File: src/rtl/seq_digit_multiplier.sv
// ----------------------------------------------------------------------------
// seq_digit_multiplier
//
// Multiplies two single-digit operands (0..MAX_OPERAND) one multiplier bit per
// cycle and keeps the 7-bit product registered so a downstream
// binary-to-BCD converter can sample it at any time.
//
// A start seen in IDLE captures both operands and the range flag. Four CALC
// cycles follow, then a DONE cycle that publishes product/err and pulses done.
// Every operation takes the same number of cycles, legal operands or not.
//
// Ports
//   clk      in   system clock, all state changes on the rising edge
//   rst_n    in   synchronous active-low reset
//   start    in   multiply request, only honoured in IDLE
//   op_a     in   [3:0] multiplicand
//   op_b     in   [3:0] multiplier
//   busy     out  high whenever the FSM is not in IDLE
//   done     out  single-cycle pulse when product/err are updated
//   err      out  registered, set when the last accepted operand was too large
//   product  out  [6:0] registered product, or ERR_CODE on an operand error
// ----------------------------------------------------------------------------
module seq_digit_multiplier #(
  parameter logic [3:0] MAX_OPERAND = 4'd9,
  parameter logic [6:0] ERR_CODE    = 7'd127
) (
  input  logic       clk,
  input  logic       rst_n,
  input  logic       start,
  input  logic [3:0] op_a,
  input  logic [3:0] op_b,
  output logic       busy,
  output logic       done,
  output logic       err,
  output logic [6:0] product
);

  typedef enum logic [1:0] {
    ST_IDLE = 2'd0,
    ST_CALC = 2'd1,
    ST_DONE = 2'd2
  } state_e;

  state_e     state_q,     state_d;
  logic [3:0] m_q,         m_d;
  logic [3:0] q_q,         q_d;
  logic [7:0] acc_q,       acc_d;
  logic [1:0] cnt_q,       cnt_d;
  logic       range_bad_q, range_bad_d;
  logic [6:0] product_q,   product_d;
  logic       err_q,       err_d;
  logic       done_q,      done_d;

  // Multiplicand widened to accumulator width before shifting, so M << 3
  // keeps its upper bits.
  logic [7:0] m_ext;
  assign m_ext = {4'b0000, m_q};

  // NOTE: every next-state value gets a default first, so the combinational
  // block holds state through the _q registers and never infers a latch.
  always_comb begin
    state_d     = state_q;
    m_d         = m_q;
    q_d         = q_q;
    acc_d       = acc_q;
    cnt_d       = cnt_q;
    range_bad_d = range_bad_q;
    product_d   = product_q;
    err_d       = err_q;
    done_d      = 1'b0;

    unique case (state_q)
      ST_IDLE: begin
        if (start) begin
          m_d         = op_a;
          q_d         = op_b;
          acc_d       = 8'd0;
          cnt_d       = 2'd0;
          range_bad_d = (op_a > MAX_OPERAND) || (op_b > MAX_OPERAND);
          state_d     = ST_CALC;
        end
      end

      ST_CALC: begin
        if (q_q[0]) begin
          acc_d = acc_q + (m_ext << cnt_q);
        end
        q_d   = q_q >> 1;
        cnt_d = cnt_q + 2'd1;
        // Fixed four iterations: no early exit when Q runs out of ones,
        // so latency never depends on the operands.
        if (cnt_q == 2'd3) begin
          state_d = ST_DONE;
        end
      end

      ST_DONE: begin
        // acc[7] can only be set by out-of-range operands, which are replaced
        // by ERR_CODE here, so dropping it is safe.
        if (range_bad_q) begin
          product_d = ERR_CODE;
          err_d     = 1'b1;
        end else begin
          product_d = acc_q[6:0];
          err_d     = 1'b0;
        end
        done_d  = 1'b1;
        state_d = ST_IDLE;
      end

      default: begin
        state_d = ST_IDLE;
      end
    endcase
  end

  // NOTE: sequential state uses non-blocking assignments only, so every
  // register samples the values from before this edge.
  always_ff @(posedge clk) begin
    if (!rst_n) begin
      state_q     <= ST_IDLE;
      m_q         <= 4'd0;
      q_q         <= 4'd0;
      acc_q       <= 8'd0;
      cnt_q       <= 2'd0;
      range_bad_q <= 1'b0;
      product_q   <= 7'd0;
      err_q       <= 1'b0;
      done_q      <= 1'b0;
    end else begin
      state_q     <= state_d;
      m_q         <= m_d;
      q_q         <= q_d;
      acc_q       <= acc_d;
      cnt_q       <= cnt_d;
      range_bad_q <= range_bad_d;
      product_q   <= product_d;
      err_q       <= err_d;
      done_q      <= done_d;
    end
  end

  assign busy    = (state_q != ST_IDLE);
  assign done    = done_q;
  assign err     = err_q;
  assign product = product_q;

endmodule
File: config.mk
export PLATFORM = sky130hd
export DESIGN_NAME = seq_digit_multiplier
export DESIGN_NICKNAME = d
export VERILOG_FILES = /design/src/rtl/seq_digit_multiplier.sv
export SDC_FILE = /design/constraint.sdc
export NUM_CORES = 1
export LEC_CHECK = 0
export BUFFER_PORTS_ARGS = -buffer_cell sky130_fd_sc_hd__buf_4
export CORE_ASPECT_RATIO = 1.25
export CORE_MARGIN = 1
export CORE_UTILIZATION = 45
export CTS_CLUSTER_SIZE = 16
export DETAILED_ROUTE_END_ITERATION = 16
export GPL_ROUTABILITY_DRIVEN = 0
export PLACE_DENSITY = 0.64
export SLEW_MARGIN = 20
export SYNTH_ARGS = -nofsm -noshare
export SYNTH_HDL_FRONTEND = slang
export SYNTH_SLANG_ARGS = --single-unit
export TNS_END_PERCENT = 10
File: constraint.sdc
create_clock -name clk -period 3.85 [get_ports clk]
set_clock_uncertainty 0.05 [all_clocks]
set_input_delay 0 -clock clk [delete_from_list [all_inputs] [get_ports clk]]
set_output_delay 0 -clock clk [all_outputs]
set_load 0.1 [all_outputs]
==> results of run 1 <==
==> what timing repair did <==
item | in CTS | in global routing
hold buffers | 9 | 0
resized for setup | 0 | 0
endpoints found under the hold margin | 12 | 0
buffers inserted | 0 | 0
==> layout make-up <==
cell class                      count  share of cell area
Multi-Input combinational cell    132               0.460
Inverter                            4             0.00824
Clock inverter                      1             0.00275
Clock buffer                        7              0.0529
Tap cell                           37              0.0254
Sequential cell                    29               0.319
Timing Repair Buffer               29               0.132
==> layer usage <==
layer,part of all wire,GRT usage,vias up,routed length [um]
met5,0,0,-,0
met4,0.0060,0.0724,0,18
met3,0.035,0.0616,2,103
met2,0.51,0.345,25,1520
met1,0.45,0.231,567,1340
li1,-,-,651,-
==> registers in the layout (all words and copies together) (netlist names) <==
name,cells
acc_q,7
product,7
m_q,4
range_bad_q,1
q_q,4
err,1
state_q,2
done,1
cnt_q,2
==> synthesized netlist by cell type <==
cell       n  area [um^2]
xnor2_1    4         35.0
o21ai_1    2         10.0
nor2_1    30          113
buf_6      3         33.8
nand3_2    1         10.0
a22oi_2    1         12.5
a211oi_1   5         37.5
fa_1       1         20.0
nor2_2     1         6.26
and2_4     1         8.76
o22ai_1    1         6.26
nand3_1    3         15.0
nor2_8     1         20.0
a21oi_1   13         65.1
buf_2      1         5.00
and3b_1    1         8.76
a32oi_1    1         8.76
buf_4      2         15.0
o21ai_0    4         20.0
a22oi_1    8         60.1
nor2b_1    2         12.5
ha_1       7         87.6
clkbuf_1   2         7.51
mux2_2     1         11.3
mux2i_1    4         40.0
xor2_1     1         8.76
inv_1      4         15.0
a21o_1     3         22.5
buf_1      1         3.75
o211ai_1   1         7.51
nor3_2     1         10.0
a31oi_1    2         12.5
nand2_1   23         86.3
or2b_2     1         8.76
dfxtp_1   29          581
and3_2     1         7.51
nor3b_1    1         7.51
nand4b_1   1         8.76
and2b_4    1         10.0
and2_1     1         6.26
and3_1     1         6.26
a211oi_2   2         25.0
==> per-stage QoR <==
| stage | cells | power, mW | utilization | setup WS [ns] |
|---|---|---|---|---|
| after floorplan | 174 | 0.383 | - | 1.72 |
| after global placement | 222 | 0.400 | 0.510 | 1.54 |
| after detailed placement | 222 | 0.402 | 0.510 | 1.45 |
| after CTS | 239 | 0.685 | 0.570 | 1.45 |
| after global routing | 239 | 0.712 | 0.570 | 1.26 |
| final | 239 | 0.677 | 0.570 | 1.45 |
==> kinds of logic (layout without fill, tap and decap cells) <==
| group | after synthesis | count (layout) | share of synthesized area |
|---|---|---|---|
| XOR/XNOR | 5 | 5 | 0.0293 |
| AND/OR/NAND/NOR | 71 | 71 | 0.231 |
| flip-flops | 29 | 29 | 0.388 |
| buffers and inverters | 13 | 41 | 0.0535 |
| adder cells (fa/ha/maj) | 8 | 8 | 0.0719 |
| AO/OA/AOI/OAI | 43 | 43 | 0.192 |
| multiplexers | 5 | 5 | 0.0343 |
==> worst max-delay path, cell delays in order, from the launching register on <==
cell and delay [ns]:
dfxtp_1 0.51, mux2_2 0.39, nand2_1 0.06, o21ai_0 0.10, ha_1 0.36, a21o_1 0.18
a22oi_2 0.22, nor2_1 0.08, a32oi_1 0.20, a31oi_1 0.10
==> power by group <==
group	switching [mW]	internal [mW]	total, mW	leakage [nW]
sequential	0.0117	0.309	0.321	0.236
combinational	0.0463	0.0354	0.0817	0.473
clock	0.113	0.161	0.275	0.0542
total	0.171	0.506	0.677	0.763
==> worst max path at each step <==
stage                                       end  slack, ns  cells after the start
after global placement    acc_q[6]$_SDFFE_PN0P_       1.54                      9
after CTS                 acc_q[6]$_SDFFE_PN0P_       1.45                      9
after global routing      acc_q[6]$_SDFFE_PN0P_       1.26                      9
final                     acc_q[6]$_SDFFE_PN0P_       1.45                      9
after floorplan           acc_q[6]$_SDFFE_PN0P_       1.72                     10
after detailed placement  acc_q[6]$_SDFFE_PN0P_       1.45                      9
==> run_results.csv, run 1 <==
group,metric,value,unit
drt,drc,0,
critical_path,timing.rr.start,"cnt_q[1]$_SDFFE_PN0P_",
clock_network,cts_buffers,5,
critical_path,worstPathMaxFanout,10,
place,port_buffers,20,
timing,hold_viol_final,0,
floorplanning,num_rows,23,
synth,synthCells,174,
final_layout,fin_nets,220,
final_layout,final_common_cell,"nor2_1",
critical_path,critPathRequiredTime,3.92,ns
grt,grt_max_degree,26,
clock_network,path_clk_slew,0.06,ns
place,hpwlAfterDp,2130,um
critical_path,r2r_cells,9,
floorplanning,fp.coreArea,3190,um^2
critical_path,crit_start,"cnt_q[1]$_SDFFE_PN0P_",
run_status,run_status,"finished clean",
clock_network,clockBufferDepth,2,
worst_hold_path,hp-class,"input pin to register",
timing,fmax,416,MHz
drt,drt_iter0_markers,37,
critical_path,criticalPathCategory,"register to register",
timing,rsz0062_at_grt,"false",
drt,wl_per_cell,12.5,um
timing,maxSlewViolCount,0,
drt,viasPerCell,5.21,
timing,setup_viol,0,
clock_network,cts.sinks,29,
floorplanning,ioPinCount,21,
grt,grt_pass1_wl,5210,um
final_layout,drive_above_1_share,0.203,
timing,hold-worst-slack,0.0992,ns
drt,num_vias,1245,
floorplanning,die_w,53.6,um
final_layout,multiInputGateArea,838,um^2
final_layout,num_antenna_cells,0,
timing,worst_pin_slew,0.841,ns
grt,antenna_found_initial,0,
final_layout,n_fill_cell,298,
place,place_area,1630,um^2
synth,syn_area,1500,um^2
critical_path,critPathCaptureType,"register",
drt,ant_nets,0,
synth,ys_ff_latch,29,
grt,grt_pass1_vias,1232,
grt,grt_overflow_total,0,
timing,slew_headroom,0.439,
drt,firstDrtPassIters,4,
critical_path,arrival,2.48,ns
clock_network,cts_tree,"yes",
pwr,vdd_ir_drop_max,257,uV
worst_hold_path,min_from,"start",
synth,yosysWarnings,0,
clock_network,cts-root-buf,"clkbuf_8",
floorplanning,die_h,66.5,um
critical_path,worstReg2RegEnd,"acc_q[6]$_SDFFE_PN0P_",
floorplanning,die_area,3560,um^2
synth,synth_fp_nets,193,
final_layout,final_cell_area,1820,um^2
pwr,p_leak,0.763,nW
critical_path,r2r_setup_slack,1.45,ns
final_layout,seq_area,581,um^2
final_layout,syn2layout_area_growth,21.7,%
timing,final.period_utilization,0.625,
worst_hold_path,worstHoldEndpoint,"m_q[1]$_SDFFE_PN0P_",
synth,synth_cell_type_count,42,
timing,min_period,2.40,ns
pwr,p_per_area,372,nW/um^2
worst_hold_path,hold_depth,4,
synth,ys_seq_area_frac,0.388,
final_layout,final_cell_mix,"30 x nor2_1, 29 x dfxtp_1, 23 x nand2_1",
timing,timing.setup.tns,0,ns
floorplanning,initial_core_util,0.468,
drt,drt_wl_total,2980,um
clock_network,insertion_delay,0.28,ns
clock_network,cts-htree-levels,2,
synth,avgSynthCellArea,8.60,um^2
grt,grt_use_total,0.202,
critical_path,critPathLaunchType,"register",
run,maxCapViolCount,0,
Note: power is estimated with default switching activity, not from simulation.
==> run 2: changes to the inputs <==
clock period = 2.4 ns   (was 3.85 ns; I/O delays follow)
==> run 2 against run 1 <==
Against the previous run:
- global-route usage increased by 0.82 points
- non-clock buffer count increased by 3
- critical path depth unchanged
- sequential power increased by 60%
- register-to-register slack got worse by 1.3 ns
- setup slack got worse by 1.3 ns
- largest cell class unchanged
- worst hold slack about the same
- maximum frequency increased by 6.8%
- total power increased by 55%
- clock power increased by 46%
- first-iteration DRC count decreased by 43%
==> run_results.csv, run 2 (same netlist as run 1, synthesis figures left out) <==
group,metric,value,unit
critical_path,r2r_cells,9,
worst_hold_path,hold_depth,4,
pwr,power_frac_comb,0.129,
floorplanning,fp.coreArea,3190,um^2
clock_network,cts_tree,"yes",
final_layout,fin_nets,223,
critical_path,cp_top_family,"compound AO/OA/AOI/OAI gates",
floorplanning,ioPinCount,21,
clock_network,cts-root-buf,"clkbuf_8",
final_layout,drive_above_1_share,0.211,
timing,rsz0062_at_grt,"false",
critical_path,cp_slowest_cell,"dfxtp_2",
worst_hold_path,hp-class,"input pin to register",
clock_network,cts.sinks,29,
critical_path,arrival,2.33,ns
floorplanning,num_rows,23,
drt,drt_iter0_markers,21,
critical_path,worstPathMaxFanout,6,
timing,min_period,2.25,ns
final_layout,multiInputGateArea,836,um^2
pwr,vdd_ir_drop_max,496,uV
drt,wl_per_cell,12.8,um
place,port_buffers,20,
critical_path,cp.buffers_inverters,0,
critical_path,worstReg2RegEnd,"acc_q[6]$_SDFFE_PN0P_",
critical_path,cp_slowest_stage_delay,0.37,ns
place,place_worst_setup_slack,0.104,ns
timing,setup_viol,0,
floorplanning,die_w,53.6,um
pwr,p_leak,0.770,nW
pwr,p_per_area,575,nW/um^2
place,place_area,1650,um^2
final_layout,final_cell_area,1830,um^2
drt,drt_wl_total,3090,um
drt,num_vias,1293,
critical_path,crit_chain,"mux2_2 > nand2_1 > o21ai_0 > ha_1 > a21o_1 > a22oi_2 > nor2_1 > a32oi_1 > a31oi_1",
place,hpwlAfterDp,2240,um
run_status,run_status,"finished clean",
grt,grt_pass1_vias,1221,
floorplanning,die_h,66.5,um
final_layout,final_common_cell,"nor2_1",
final_layout,final_cell_mix,"30 x nor2_1, 27 x dfxtp_1, 23 x nand2_1, 23 x buf_4, 13 x a21oi_1",
grt,grt_use_total,0.211,
grt,grt_max_degree,26,
pwr,p_switching,0.269,mW
floorplanning,initial_core_util,0.468,
grt,grt_overflow_total,0,
critical_path,r2r_setup_slack,0.15,ns
timing,maxSlewViolCount,0,
clock_network,cts-htree-levels,2,
final_layout,final_core_util,0.573,
final_layout,syn2layout_area_growth,22.2,%
clock_network,insertion_delay,0.28,ns
run,maxCapViolCount,0,
pwr,power.share.sequential,0.488,
timing,layout_setup_ws,0.148,ns
pwr,p_clk_frac,0.382,
clock_network,path_clk_slew,0.06,ns
critical_path,timing.rr.start,"cnt_q[1]$_SDFFE_PN0P_",
timing,worst_pin_slew,0.840,ns
critical_path,critPathLaunchType,"register",
timing,final.period_utilization,0.938,
grt,antenna_found_initial,0,
floorplanning,die_area,3560,um^2
worst_hold_path,worstHoldEndpoint,"m_q[0]$_SDFFE_PN0P_",
timing,timing.setup.tns,0,ns
timing,fmax,444,MHz
pwr,switching_share,0.256,
drt,drc,0,
critical_path,critPathRequiredTime,2.47,ns
grt,grt_pass1_wl,5330,um
pwr,internal_power,0.782,mW
timing,hold_viol_final,0,
clock_network,cts_setup_buffers,0,
drt,viasPerCell,5.37,
critical_path,critPathCaptureType,"register",
drt,ant_nets,0,
final_layout,n_fill_cell,302,
timing,slew_headroom,0.439,
final_layout,seq_area,583,um^2
critical_path,criticalPathCategory,"register to register",
drt,firstDrtPassIters,4,
clock_network,clockBufferDepth,2,
clock_network,cts_buffers,5,
final_layout,num_antenna_cells,0,
pwr,total_power,1.05,mW
worst_hold_path,min_from,"start",
run 2: cell types whose count changed in the layout (fill, tap and decap cells not counted):
cell and delta:
clkinv_2 -1, clkbuf_1 +1, dfxtp_2 +2, dfxtp_1 -2, clkbuf_8 -1, nor2b_1 +1, nor2b_2 -1, buf_4 +3
run 2: how the worst max path moves through the flow:
stage,from,to,slack [ns],cells past startpoint
after CTS,cnt_q[1]$_SDFFE_PN0P_,acc_q[6]$_SDFFE_PN0P_,0.1,9
after floorplan,cnt_q[1]$_SDFFE_PN0P_,acc_q[6]$_SDFFE_PN0P_,0.27,10
final,cnt_q[1]$_SDFFE_PN0P_,acc_q[6]$_SDFFE_PN0P_,0.15,9
after global placement,cnt_q[1]$_SDFFE_PN0P_,acc_q[6]$_SDFFE_PN0P_,0.21,9
after global routing,cnt_q[1]$_SDFFE_PN0P_,acc_q[6]$_SDFFE_PN0P_,0.01,9
after detailed placement,cnt_q[1]$_SDFFE_PN0P_,acc_q[6]$_SDFFE_PN0P_,0.10,9
run 2: metal layers:
metal / track usage / wire (um) / vias to the layer above
li1: - / - / 663
met1: 0.229 / 1310 / 598
met2: 0.363 / 1620 / 26
met3: 0.0708 / 106 / 6
met4: 0.0855 / 48 / 0
met5: 0 / 0 / -
run 2: worst min-delay path, delay by kind of cell:
family | cells | cell delay (ns)
AO/OA/AOI/OAI | 1 | 0.05
AND/OR/NAND/NOR | 2 | 0.24
buffers and inverters | 1 | 0.08
run 2: repair_timing:
action	4_1_cts	5_1_grt
hold endpoints to repair	12	0
resized for setup	0	2
endpoints found under the setup margin	0	1
hold buffers	9	0
run 2: area by class of cell:
cell class / count / area share
multi-input combinational: 132 / 0.457
tap: 37 / 0.0253
inverter: 4 / 0.00821
timing repair buffer: 32 / 0.144
clock buffer: 7 / 0.0472
sequential: 29 / 0.319
run 2: power groups by stage:
stage                     registers (mW)  clock network [mW]  logic (mW)
after global placement             0.522                   0       0.123
after floorplan                    0.515                   0      0.0986
final                              0.513               0.402       0.136
after detailed placement           0.523                   0       0.125
after CTS                          0.513               0.411       0.137
after global routing               0.516               0.439       0.152
run 2: through the flow:
| stage | hold WS, ns | cells |
|---|---|---|
| 2_1_floorplan | 0.0717 | 174 |
| 3_3_place_gp | 0.206 | 225 |
| 6_report | 0.0992 | 241 |
| 4_1_cts | 0.0999 | 241 |
| 5_1_grt | 0.119 | 241 |
| 3_5_place_dp | 0.207 | 225 |
==> run 3: changes to the inputs <==
==> constraint.sdc (replaced) <==
create_clock -name clk -period 2.4 [get_ports clk]
set_clock_uncertainty 0.05 [all_clocks]
set_input_delay 0.6 -clock clk [delete_from_list [all_inputs] [get_ports clk]]
set_output_delay 0.6 -clock clk [all_outputs]
set_load 0.1 [all_outputs]
==> run 3 against run 2 <==
Against the previous run:
- via count is 2.2% lower
- worst hold slack gained 0.31 ns
- die area unchanged
- count of clock-buffer cells in the layout did not move
- non-clock buffer count fell by 8
- register-to-register slack improved by 0.02 ns
- combinational power fell by 8%
- setup slack better by 0.023 ns
==> run_results.csv, run 3 (same netlist as run 1, synthesis figures left out) <==
group,metric,value,unit
timing,hold_viol_final,0,
timing,slew_headroom,0.678,
pwr,p_leak,0.746,nW
timing,layout_setup_ws,0.171,ns
clock_network,postCtsResizedCells,0,
drt,drt_wl_total,2850,um
floorplanning,die_area,3560,um^2
drt,wl_per_cell,12.2,um
critical_path,worstPathMaxFanout,6,
pwr,p_per_area,611,nW/um^2
final_layout,final_common_cell,"nor2_1",
floorplanning,num_rows,23,
clock_network,cts_setup_buffers,0,
grt,grt_use_total,0.193,
worst_hold_path,hold_depth,2,
critical_path,r2r_setup_slack,0.17,ns
drt,num_vias,1265,
timing,min_period,2.23,ns
timing,timing.setup.tns,0,ns
floorplanning,die_w,53.6,um
drt,drc,0,
floorplanning,die_h,66.5,um
final_layout,final_cell_mix,"30 x nor2_1, 29 x dfxtp_1, 24 x buf_4",
final_layout,seq_area,581,um^2
critical_path,worstReg2RegEnd,"acc_q[6]$_SDFFE_PN0P_",
drt,drt_iter0_markers,47,
clock_network,path_clk_slew,0.06,ns
grt,grt_pass1_vias,1123,
timing,rsz0062_at_grt,"false",
floorplanning,ioPinCount,21,
grt,grt_pass1_wl,4910,um
pwr,vdd_ir_drop_max,504,uV
clock_network,cts_buffers,5,
critical_path,criticalPathCategory,"register to register",
final_layout,fin_nets,215,
grt,grt_overflow_total,0,
run,maxCapViolCount,0,
drt,ant_nets,0,
place,hpwlAfterDp,2170,um
timing,worst_pin_slew,0.483,ns
worst_hold_path,worstHoldEndpoint,"q_q[1]$_SDFFE_PN0P_",
final_layout,fin_cells,234,
floorplanning,fp.coreArea,3190,um^2
final_layout,drive_above_1_share,0.223,
grt,grt_max_degree,19,
clock_network,insertion_delay,0.28,ns
timing,setup_viol,0,
final_layout,multiInputGateArea,836,um^2
clock_network,cts_tree,"yes",
floorplanning,initial_core_util,0.468,
critical_path,arrival,2.34,ns
final_layout,final_core_util,0.551,
critical_path,r2r_cells,9,
critical_path,critPathRequiredTime,2.51,ns
timing,fmax,449,MHz
worst_hold_path,hp-class,"register to register",
drt,viasPerCell,5.41,
clock_network,cts-htree-levels,2,
final_layout,n_fill_cell,292,
clock_network,clockBufferDepth,2,
final_layout,num_antenna_cells,0,
drt,firstDrtPassIters,4,
place,place_worst_setup_slack,0.184,ns
grt,antenna_found_initial,0,
run_status,run_status,"finished clean",
worst_hold_path,min_from,"q_q[1]$_SDFFE_PN0P_",
place,port_buffers,20,
clock_network,ctsHoldBuffers,0,
timing,final.period_utilization,0.929,
timing,maxSlewViolCount,0,
clock_network,cts.sinks,29,
critical_path,critPathLaunchType,"register",
place,dpl.cell_count,226,
clock_network,cts-root-buf,"clkbuf_8",
critical_path,timing.rr.start,"cnt_q[1]$_SDFFE_PN0P_",
final_layout,syn2layout_area_growth,17.6,%
critical_path,critPathCaptureType,"register",
## run 3: cell types whose count changed in the layout (fill, tap and decap cells not counted)
cell	delta
dfxtp_1	+2
dfxtp_2	-2
clkbuf_8	+1
clkbuf_1	-1
clkinv_2	+1
dlygate4sd3_1	-9
buf_4	+1
## run 3: worst max-delay path by stage
stage | endpoint | slack [ns] | from | cells past startpoint
after global routing | acc_q[6]$_SDFFE_PN0P_ | 0.06 | cnt_q[1]$_SDFFE_PN0P_ | 9
final | acc_q[6]$_SDFFE_PN0P_ | 0.17 | cnt_q[1]$_SDFFE_PN0P_ | 9
after global placement | acc_q[6]$_SDFFE_PN0P_ | 0.25 | cnt_q[1]$_SDFFE_PN0P_ | 9
after CTS | acc_q[6]$_SDFFE_PN0P_ | 0.18 | cnt_q[1]$_SDFFE_PN0P_ | 9
after detailed placement | acc_q[6]$_SDFFE_PN0P_ | 0.18 | cnt_q[1]$_SDFFE_PN0P_ | 9
after floorplan | acc_q[6]$_SDFFE_PN0P_ | 0.27 | cnt_q[1]$_SDFFE_PN0P_ | 10
## run 3: area by class of cell
cell class,instances,area share
multi-input cells,132,0.475
flip-flops and latches,29,0.330
repair buffers,24,0.102
clock buffers,7,0.0548
well taps,37,0.0263
inverters,4,0.00853
clock inverters,1,0.00284
## run 3: layer usage
metal | global-route usage | up-vias | share of wire
li1 | - | 646 | -
met1 | 0.223 | 580 | 0.43
met2 | 0.313 | 35 | 0.52
met3 | 0.0616 | 4 | 0.043
met4 | 0.0954 | 0 | 0.0095
met5 | 0 | - | 0
## run 3: worst max-delay path: stages (launching register included)
cell and delay (ns):
dfxtp_1 0.43, mux2_2 0.37, nand2_1 0.06, o21ai_0 0.07
ha_1 0.35, a21o_1 0.19, a22oi_2 0.24, nor2_1 0.07
a32oi_1 0.19, a31oi_1 0.09
## run 3: power breakdown
| group | leakage [nW] | switching [mW] | total, mW | internal (mW) |
|---|---|---|---|---|
| combinational | 0.456 | 0.0744 | 0.125 | 0.0505 |
| sequential | 0.236 | 0.0173 | 0.513 | 0.496 |
| clock | 0.0542 | 0.179 | 0.437 | 0.259 |
| total | 0.746 | 0.270 | 1.08 | 0.805 |
## run 3: through the flow
step	hold slack [ns]	power (mW)	cell area [um^2]
2_1_floorplan	0.387	0.614	1500
3_3_place_gp	0.397	0.646	1660
3_5_place_dp	0.398	0.649	1660
4_1_cts	0.407	1.09	1760
5_1_grt	0.429	1.13	1760
6_report	0.410	1.08	1760
